--- src/rtl/async_mem_ctrl.sv ---
// Asynchronous SRAM bus controller: multi-bank decode, byte-enable writes,
// programmable read wait states and write setup/pulse/recovery timing.
module async_mem_ctrl #(
  parameter int DATA_W      = 32,
  parameter int BANK_ADDR_W = 20,
  parameter int N_BANKS     = 2,
  parameter int RD_WAIT     = 1,
  parameter int WR_SETUP    = 0,
  parameter int WR_WIDTH    = 1,
  parameter int WR_RECOVERY = 1
) (
  input  logic                   clk50M,
  input  logic                   rst,
  input  logic                   req_valid,
  input  logic                   req_write,
  input  logic [31:0]            req_addr,
  input  logic [DATA_W-1:0]      req_wdata,
  input  logic [DATA_W/8-1:0]    req_be,
  output logic                   req_ready,
  output logic                   resp_valid,
  output logic                   resp_err,
  output logic [DATA_W-1:0]      resp_rdata,
  output logic [BANK_ADDR_W-1:0] mem_addr,
  output logic [DATA_W-1:0]      mem_dq_o,
  output logic                   mem_dq_oe,
  input  logic [DATA_W-1:0]      mem_dq_i,
  output logic [N_BANKS-1:0]     mem_ce_n,
  output logic                   mem_oe_n,
  output logic                   mem_we_n,
  output logic [DATA_W/8-1:0]    mem_be_n
);

  localparam int          BE_W     = DATA_W / 8;
  localparam int          OFF_W    = $clog2(BE_W);
  localparam int          BANK_W   = (N_BANKS > 1) ? $clog2(N_BANKS) : 1;
  localparam logic [63:0] WA_LIMIT = 64'(N_BANKS) << BANK_ADDR_W;
  localparam logic [3:0]  RD_CNT   = 4'(RD_WAIT);
  localparam logic [3:0]  SU_CNT   = 4'(WR_SETUP - 1);
  localparam logic [3:0]  PW_CNT   = 4'(WR_WIDTH - 1);
  localparam logic [3:0]  REC_CNT  = 4'(WR_RECOVERY - 1);

  typedef enum logic [2:0] {S_IDLE, S_RD, S_WR_SU, S_WR_PW, S_WR_REC, S_ERR} state_e;

  state_e                 state_q, state_d;
  logic [3:0]             cnt_q, cnt_d;
  logic [BANK_ADDR_W-1:0] addr_q, addr_d;
  logic [BANK_W-1:0]      bank_q, bank_d;
  logic [DATA_W-1:0]      wdata_q, wdata_d;
  logic [BE_W-1:0]        be_q, be_d;
  logic                   ready_q, ready_d;
  logic                   rvalid_q, rvalid_d;
  logic                   rerr_q, rerr_d;
  logic [DATA_W-1:0]      rdata_q, rdata_d;
  logic [BANK_ADDR_W-1:0] maddr_q, maddr_d;
  logic [DATA_W-1:0]      dqo_q, dqo_d;
  logic                   dqoe_q, dqoe_d;
  logic [N_BANKS-1:0]     ce_n_q, ce_n_d;
  logic                   oe_n_q, oe_n_d;
  logic                   we_n_q, we_n_d;
  logic [BE_W-1:0]        be_n_q, be_n_d;

  logic [31:0]       wa;
  logic              in_range;
  logic [BANK_W-1:0] req_bank;
  logic              last;

  assign wa       = req_addr >> OFF_W;
  assign in_range = {32'b0, wa} < WA_LIMIT;
  assign req_bank = BANK_W'((wa >> BANK_ADDR_W) & 32'(N_BANKS - 1));
  assign last     = (cnt_q == 4'd0);

  always_comb begin
    state_d  = state_q;
    cnt_d    = cnt_q;
    addr_d   = addr_q;
    bank_d   = bank_q;
    wdata_d  = wdata_q;
    be_d     = be_q;
    rvalid_d = 1'b0;
    rerr_d   = 1'b0;
    rdata_d  = rdata_q;
    case (state_q)
      S_IDLE: if (req_valid && ready_q) begin
        addr_d  = wa[BANK_ADDR_W-1:0];
        bank_d  = req_bank;
        wdata_d = req_wdata;
        be_d    = req_be;
        cnt_d   = 4'd0;
        if (!in_range)            state_d = S_ERR;
        else if (!req_write)      begin state_d = S_RD;    cnt_d = RD_CNT; end
        else if (WR_SETUP > 0)    begin state_d = S_WR_SU; cnt_d = SU_CNT; end
        else                      begin state_d = S_WR_PW; cnt_d = PW_CNT; end
      end
      S_RD: if (last) begin
        // CE/OE are still low on this edge, so the pads hold valid data
        state_d  = S_IDLE;
        rvalid_d = 1'b1;
        rdata_d  = mem_dq_i;
      end else cnt_d = cnt_q - 4'd1;
      S_WR_SU: if (last) begin
        state_d = S_WR_PW;
        cnt_d   = PW_CNT;
      end else cnt_d = cnt_q - 4'd1;
      S_WR_PW: if (last) begin
        if (WR_RECOVERY > 0) begin
          state_d = S_WR_REC;
          cnt_d   = REC_CNT;
        end else begin
          state_d  = S_IDLE;
          rvalid_d = 1'b1;
        end
      end else cnt_d = cnt_q - 4'd1;
      S_WR_REC: if (last) begin
        state_d  = S_IDLE;
        rvalid_d = 1'b1;
      end else cnt_d = cnt_q - 4'd1;
      S_ERR: begin
        state_d  = S_IDLE;
        cnt_d    = 4'd0;
        rvalid_d = 1'b1;
        rerr_d   = 1'b1;
      end
      default: state_d = S_IDLE;
    endcase

    // Bus outputs are a registered function of the next state
    ready_d = (state_d == S_IDLE);
    maddr_d = '0;
    dqo_d   = '0;
    dqoe_d  = 1'b0;
    ce_n_d  = '1;
    oe_n_d  = 1'b1;
    we_n_d  = 1'b1;
    be_n_d  = '1;
    case (state_d)
      S_RD: begin
        maddr_d        = addr_d;
        ce_n_d[bank_d] = 1'b0;
        oe_n_d         = 1'b0;
        be_n_d         = '0;
      end
      S_WR_SU, S_WR_PW, S_WR_REC: begin
        maddr_d        = addr_d;
        ce_n_d[bank_d] = 1'b0;
        dqoe_d         = 1'b1;
        dqo_d          = wdata_d;
        be_n_d         = ~be_d;
        we_n_d         = (state_d != S_WR_PW);
      end
      default: ;
    endcase
  end

  always_ff @(negedge clk50M) begin
    if (rst) begin
      state_q  <= S_IDLE;
      cnt_q    <= 4'd0;
      addr_q   <= '0;
      bank_q   <= '0;
      wdata_q  <= '0;
      be_q     <= '0;
      ready_q  <= 1'b0;
      rvalid_q <= 1'b0;
      rerr_q   <= 1'b0;
      rdata_q  <= '0;
      maddr_q  <= '0;
      dqo_q    <= '0;
      dqoe_q   <= 1'b0;
      ce_n_q   <= '1;
      oe_n_q   <= 1'b1;
      we_n_q   <= 1'b1;
      be_n_q   <= '1;
    end else begin
      state_q  <= state_d;
      cnt_q    <= cnt_d;
      addr_q   <= addr_d;
      bank_q   <= bank_d;
      wdata_q  <= wdata_d;
      be_q     <= be_d;
      ready_q  <= ready_d;
      rvalid_q <= rvalid_d;
      rerr_q   <= rerr_d;
      rdata_q  <= rdata_d;
      maddr_q  <= maddr_d;
      dqo_q    <= dqo_d;
      dqoe_q   <= dqoe_d;
      ce_n_q   <= ce_n_d;
      oe_n_q   <= oe_n_d;
      we_n_q   <= we_n_d;
      be_n_q   <= be_n_d;
    end
  end

  assign req_ready  = ready_q;
  assign resp_valid = rvalid_q;
  assign resp_err   = rerr_q;
  assign resp_rdata = rdata_q;
  assign mem_addr   = maddr_q;
  assign mem_dq_o   = dqo_q;
  assign mem_dq_oe  = dqoe_q;
  assign mem_ce_n   = ce_n_q;
  assign mem_oe_n   = oe_n_q;
  assign mem_we_n   = we_n_q;
  assign mem_be_n   = be_n_q;

endmodule

--- config.mk ---
export PLATFORM = sky130hd
export DESIGN_NAME = async_mem_ctrl
export DESIGN_NICKNAME = d
export VERILOG_FILES = /design/src/rtl/async_mem_ctrl.sv
export SDC_FILE = /design/constraint.sdc
export NUM_CORES = 1
export LEC_CHECK = 0
export ABC_CLOCK_PERIOD_IN_PS = 2800
export CAP_MARGIN = 5
export CORE_ASPECT_RATIO = 0.8
export CORE_MARGIN = 4
export CORE_UTILIZATION = 45
export CTS_CLUSTER_DIAMETER = 150
export DETAILED_ROUTE_END_ITERATION = 7
export PLACE_DENSITY_LB_ADDON = 0.3
export SLEW_MARGIN = 10
export SYNTH_ARGS = -nofsm -noshare
export SYNTH_HDL_FRONTEND = slang
export SYNTH_SLANG_ARGS = --single-unit
--- constraint.sdc ---
create_clock -name clk50M -period 2.8 [get_ports clk50M]
set_clock_uncertainty 0.2 [all_clocks]
set_input_delay 0.84 -clock clk50M [delete_from_list [all_inputs] [get_ports clk50M]]
set_output_delay 0.84 -clock clk50M [all_outputs]
set_load 0.03 [all_outputs]
# Yosys cells after proc, flatten, opt, wreduce, memory -nomap -nowiden
# Index checks and enable logic that the tools add are counted.
[word_totals] in_bits=104 regBits=160 wordCells=80 out_inout_bits=96
[classes] magnitude_cmp=3 reduce_logical=14 mux=29 n_bitwise=4 addsub=1 eq_ne=12
[ops] operator="$mux 32" n=2
[ops] operator="$mux 20" n=2
[ops] operator="$lt 30x22->1 const B" n=1
[ops] operator="$mux 4" n=5
[ops] operator="$pmux 4 s4" n=1
[ops] operator="$mux 3" n=5
[ops] operator="$eq 3x2->1 const B" n=4
[ops] operator="$pmux 3 s4" n=1
[ops] operator="$eq 3x3->1 const B" n=3
[ops] operator="$mux 1" n=9
[ops] operator="$pmux 4 s2" n=1
[ops] operator="$reduce_or 2->1" n=4
[ops] operator="$eq 3x1->1 const B" n=2
[ops] operator="$logic_not 3->1" n=2
[ops] operator="$logic_not 4->1" n=1
[ops] operator="$ne 2x2->1 const B" n=2
[ops] operator="$not 4->4" n=1
[ops] operator="$reduce_bool 4->1" n=1
[ops] operator="$reduce_or 4->1" n=1
[ops] operator="$sub 4x1->4 const B" n=1
[ops] operator="$ne 3x2->1 const B" n=1
[ops] operator="$reduce_and 3->1" n=1
[ops] operator="$reduce_or 3->1" n=1
[ops] operator="$logic_and 1x1->1" n=2
[ops] operator="8 further kinds" n=9

# Logic depth before layout (Yosys ltp)
[depth] depth_word=8 ltp_mapped=8 ltp_nobuf=7

==> impl_metrics.ini <==
[power]
ir_drop_mv = 0.514
p_total_uw = 7860
p_per_area_nw_per_um2 = 696
p_leak_uw = 0.00475

[placement]
place_ws_ps = -1710
place_congestion = 0.833
port_buffers = 197
dp_hpwl_mm = 10.6
dpl.cell_count = 908

[worst_setup_path]
critPathMaxFanout = 7
crit_path_end_kind = register
worstSetupStartpointType = input port
critPathKind = input port to register
cp.required_ps = 1560
cp_data_arrival_time_ps = 2630

[die]
chipHeight_um = 108
initial_core_util = 0.461
core-area_um2 = 12300
rows = 36
io_pins = 200
die_x_um = 133
dieArea_um2 = 14400

[timing]
drv_slew = 0
setup_viol = 224
setup_tns_ps = -142340
rsz0062_at_grt = yes
hold_viol_final = 0
worst_pin_slew_ps = 665
slew-limit-headroom = 0.552
setup_slack_ps = -1070

[synth]
syn_area_per_cell_um2 = 10.5
yosysTopAreaCell = dfxtp_1
ys_ff_latch = 160
syn_area_um2 = 5650
synthTopCellsByArea = dfxtp_1 57%, mux2i_1 9.4%, nor3_2 4.6%
ys.warnings.count = 0
synth_cell_type_count = 51
ys_seq_area_frac = 0.567
synth_top_area_share = 0.567
syn-instance-count = 540
ys.flop_type = dfxtp_1
syn-num-nets = 646
async_flop_share = 0
synth_edf_count = 0

[clock_network]
clock_sinks = 160
cts.htree.levels = 4
clk_pin_slew_ps = 50
clk_latency_ps = 500
cts_tree = built
clockBufferDepth = 2
clockRootBuffer = clkbuf_16
numCtsBuffers = 17
hold_buffers = 0

[global_route]
grt_usage = 0.303
grt_pass1_wl_mm = 34.0
grt_max_degree = 47
antenna_found_initial = 0
first_global_vias = 6657
overflow = 0

[route]
routed_via_density = 5.48
drt_iter0_markers = 434
ant_nets = 0
drcViolationCount = 0
firstDrtPassIters = 6
routed_wl_mm = 26.5
vias = 6159
routedWlPerCell_um = 23.6

[run_status]
violations = negative setup slack
status = finished, violations left

[finish]
final_cell_mix = 167 x inv_1, 105 x buf_6, 92 x clkdlybuf4s50_1
drive_gt1_frac = 0.506
antenna_cells = 0
final_cells = 1124
fillerInstances = 424
final_common_cell = inv_1
areaGrowthSynthToFinish_pct = 99.9
nNetsFinal = 1046

[worst_hold_path]
hold_class = register to register

[flow_run]
maxCapViolCount = 0
worst paths after layout:
kind	slack [ps]	start	endpoint	depth (start not counted)
hold reg to reg	290	resp_rdata[18]$_SDFFE_NP0P_	resp_rdata[18]$_SDFFE_NP0P_	2
hold / removal	290	resp_rdata[18]$_SDFFE_NP0P_	resp_rdata[18]$_SDFFE_NP0P_	2
setup / recovery	-1070	req_addr[24]	mem_dq_o[26]$_SDFF_NP0_	8
setup reg to reg	130	state_q[0]$_SDFF_NP0_	mem_addr[8]$_SDFF_NP0_	5
registers in the layout, summed over array words and instances (netlist names), 3 cells and up:
register    flops
mem_dq_o       32
be_q            4
wdata_q        32
mem_addr       20
state_q         3
cnt_q           4
mem_be_n        4
resp_rdata     32
addr_q         20
power by group:
part	internal [uW]	total, uW	switching [uW]
logic	811	1660	847
registers	2380	2500	120
clock network	1640	3700	2060
total	4830	7860	3030
Yosys cell counts, types with 2 or more instances:
cell	count
a211oi_1	2
a21oi_1	38
a21oi_2	20
a311oi_1	3
and2_1	5
buf_2	4
buf_4	2
buf_6	7
clkbuf_1	25
dfxtp_1	160
ha_1	2
inv_1	8
mux2_2	4
mux2i_1	53
nand2_1	69
nand2b_1	3
nor2_1	54
nor2b_1	2
nor3_1	11
nor3_2	26
nor4_1	2
o21a_1	2
o21ai_0	3
o21ai_1	2
o22ai_1	5
or3_1	3
critical path: stages:
cell and delay (ps):
buf_6 90, or4_4 540, nor4_4 230, buf_4 200, buf_12 100, a31oi_4 180, clkbuf_16 240, nor3_1 210
logic make-up after synthesis:
logic type	synth area share
mux	0.102
fa+ha+maj	0.00443
compound gates	0.107
simple gates	0.177
buf+inv	0.0432
flops	0.567
metal layers:
metal | share of wire | up-vias | global-route usage | routed length [um]
met5 | 0 | - | 0 | 0
met4 | 0.049 | 0 | 0.162 | 1290
met3 | 0.071 | 123 | 0.113 | 1870
met2 | 0.53 | 434 | 0.542 | 14000
met1 | 0.35 | 2954 | 0.312 | 9350
li1 | - | 2648 | - | -
layout make-up:
type | instances | area [um^2] | area share
clock buffer | 17 | 425 | 0.0377
clock inverter | 175 | 757 | 0.0670
inverter | 8 | 45.0 | 0.00399
multi-input combinational | 333 | 3360 | 0.298
sequential | 160 | 3510 | 0.311
tap | 171 | 214 | 0.0189
timing repair buffer | 260 | 2980 | 0.264
metrics by stage:
stage | hold WS (ps) | util | area, um^2
floorplan | 256 | - | 6490
global placement | 269 | 0.694 | 8510
detailed placement | 276 | 0.694 | 8510
CTS | 287 | 0.889 | 10900
global route | 298 | 0.922 | 11300
finish | 289 | 0.922 | 11300
what timing repair did:
action,in CTS,in global routing
gates cloned,4,5
resized for setup,226,76
endpoints found under the setup margin,222,221
pin swaps,10,10
setup buffers,14,10
(Power assumes the default switching activity.)
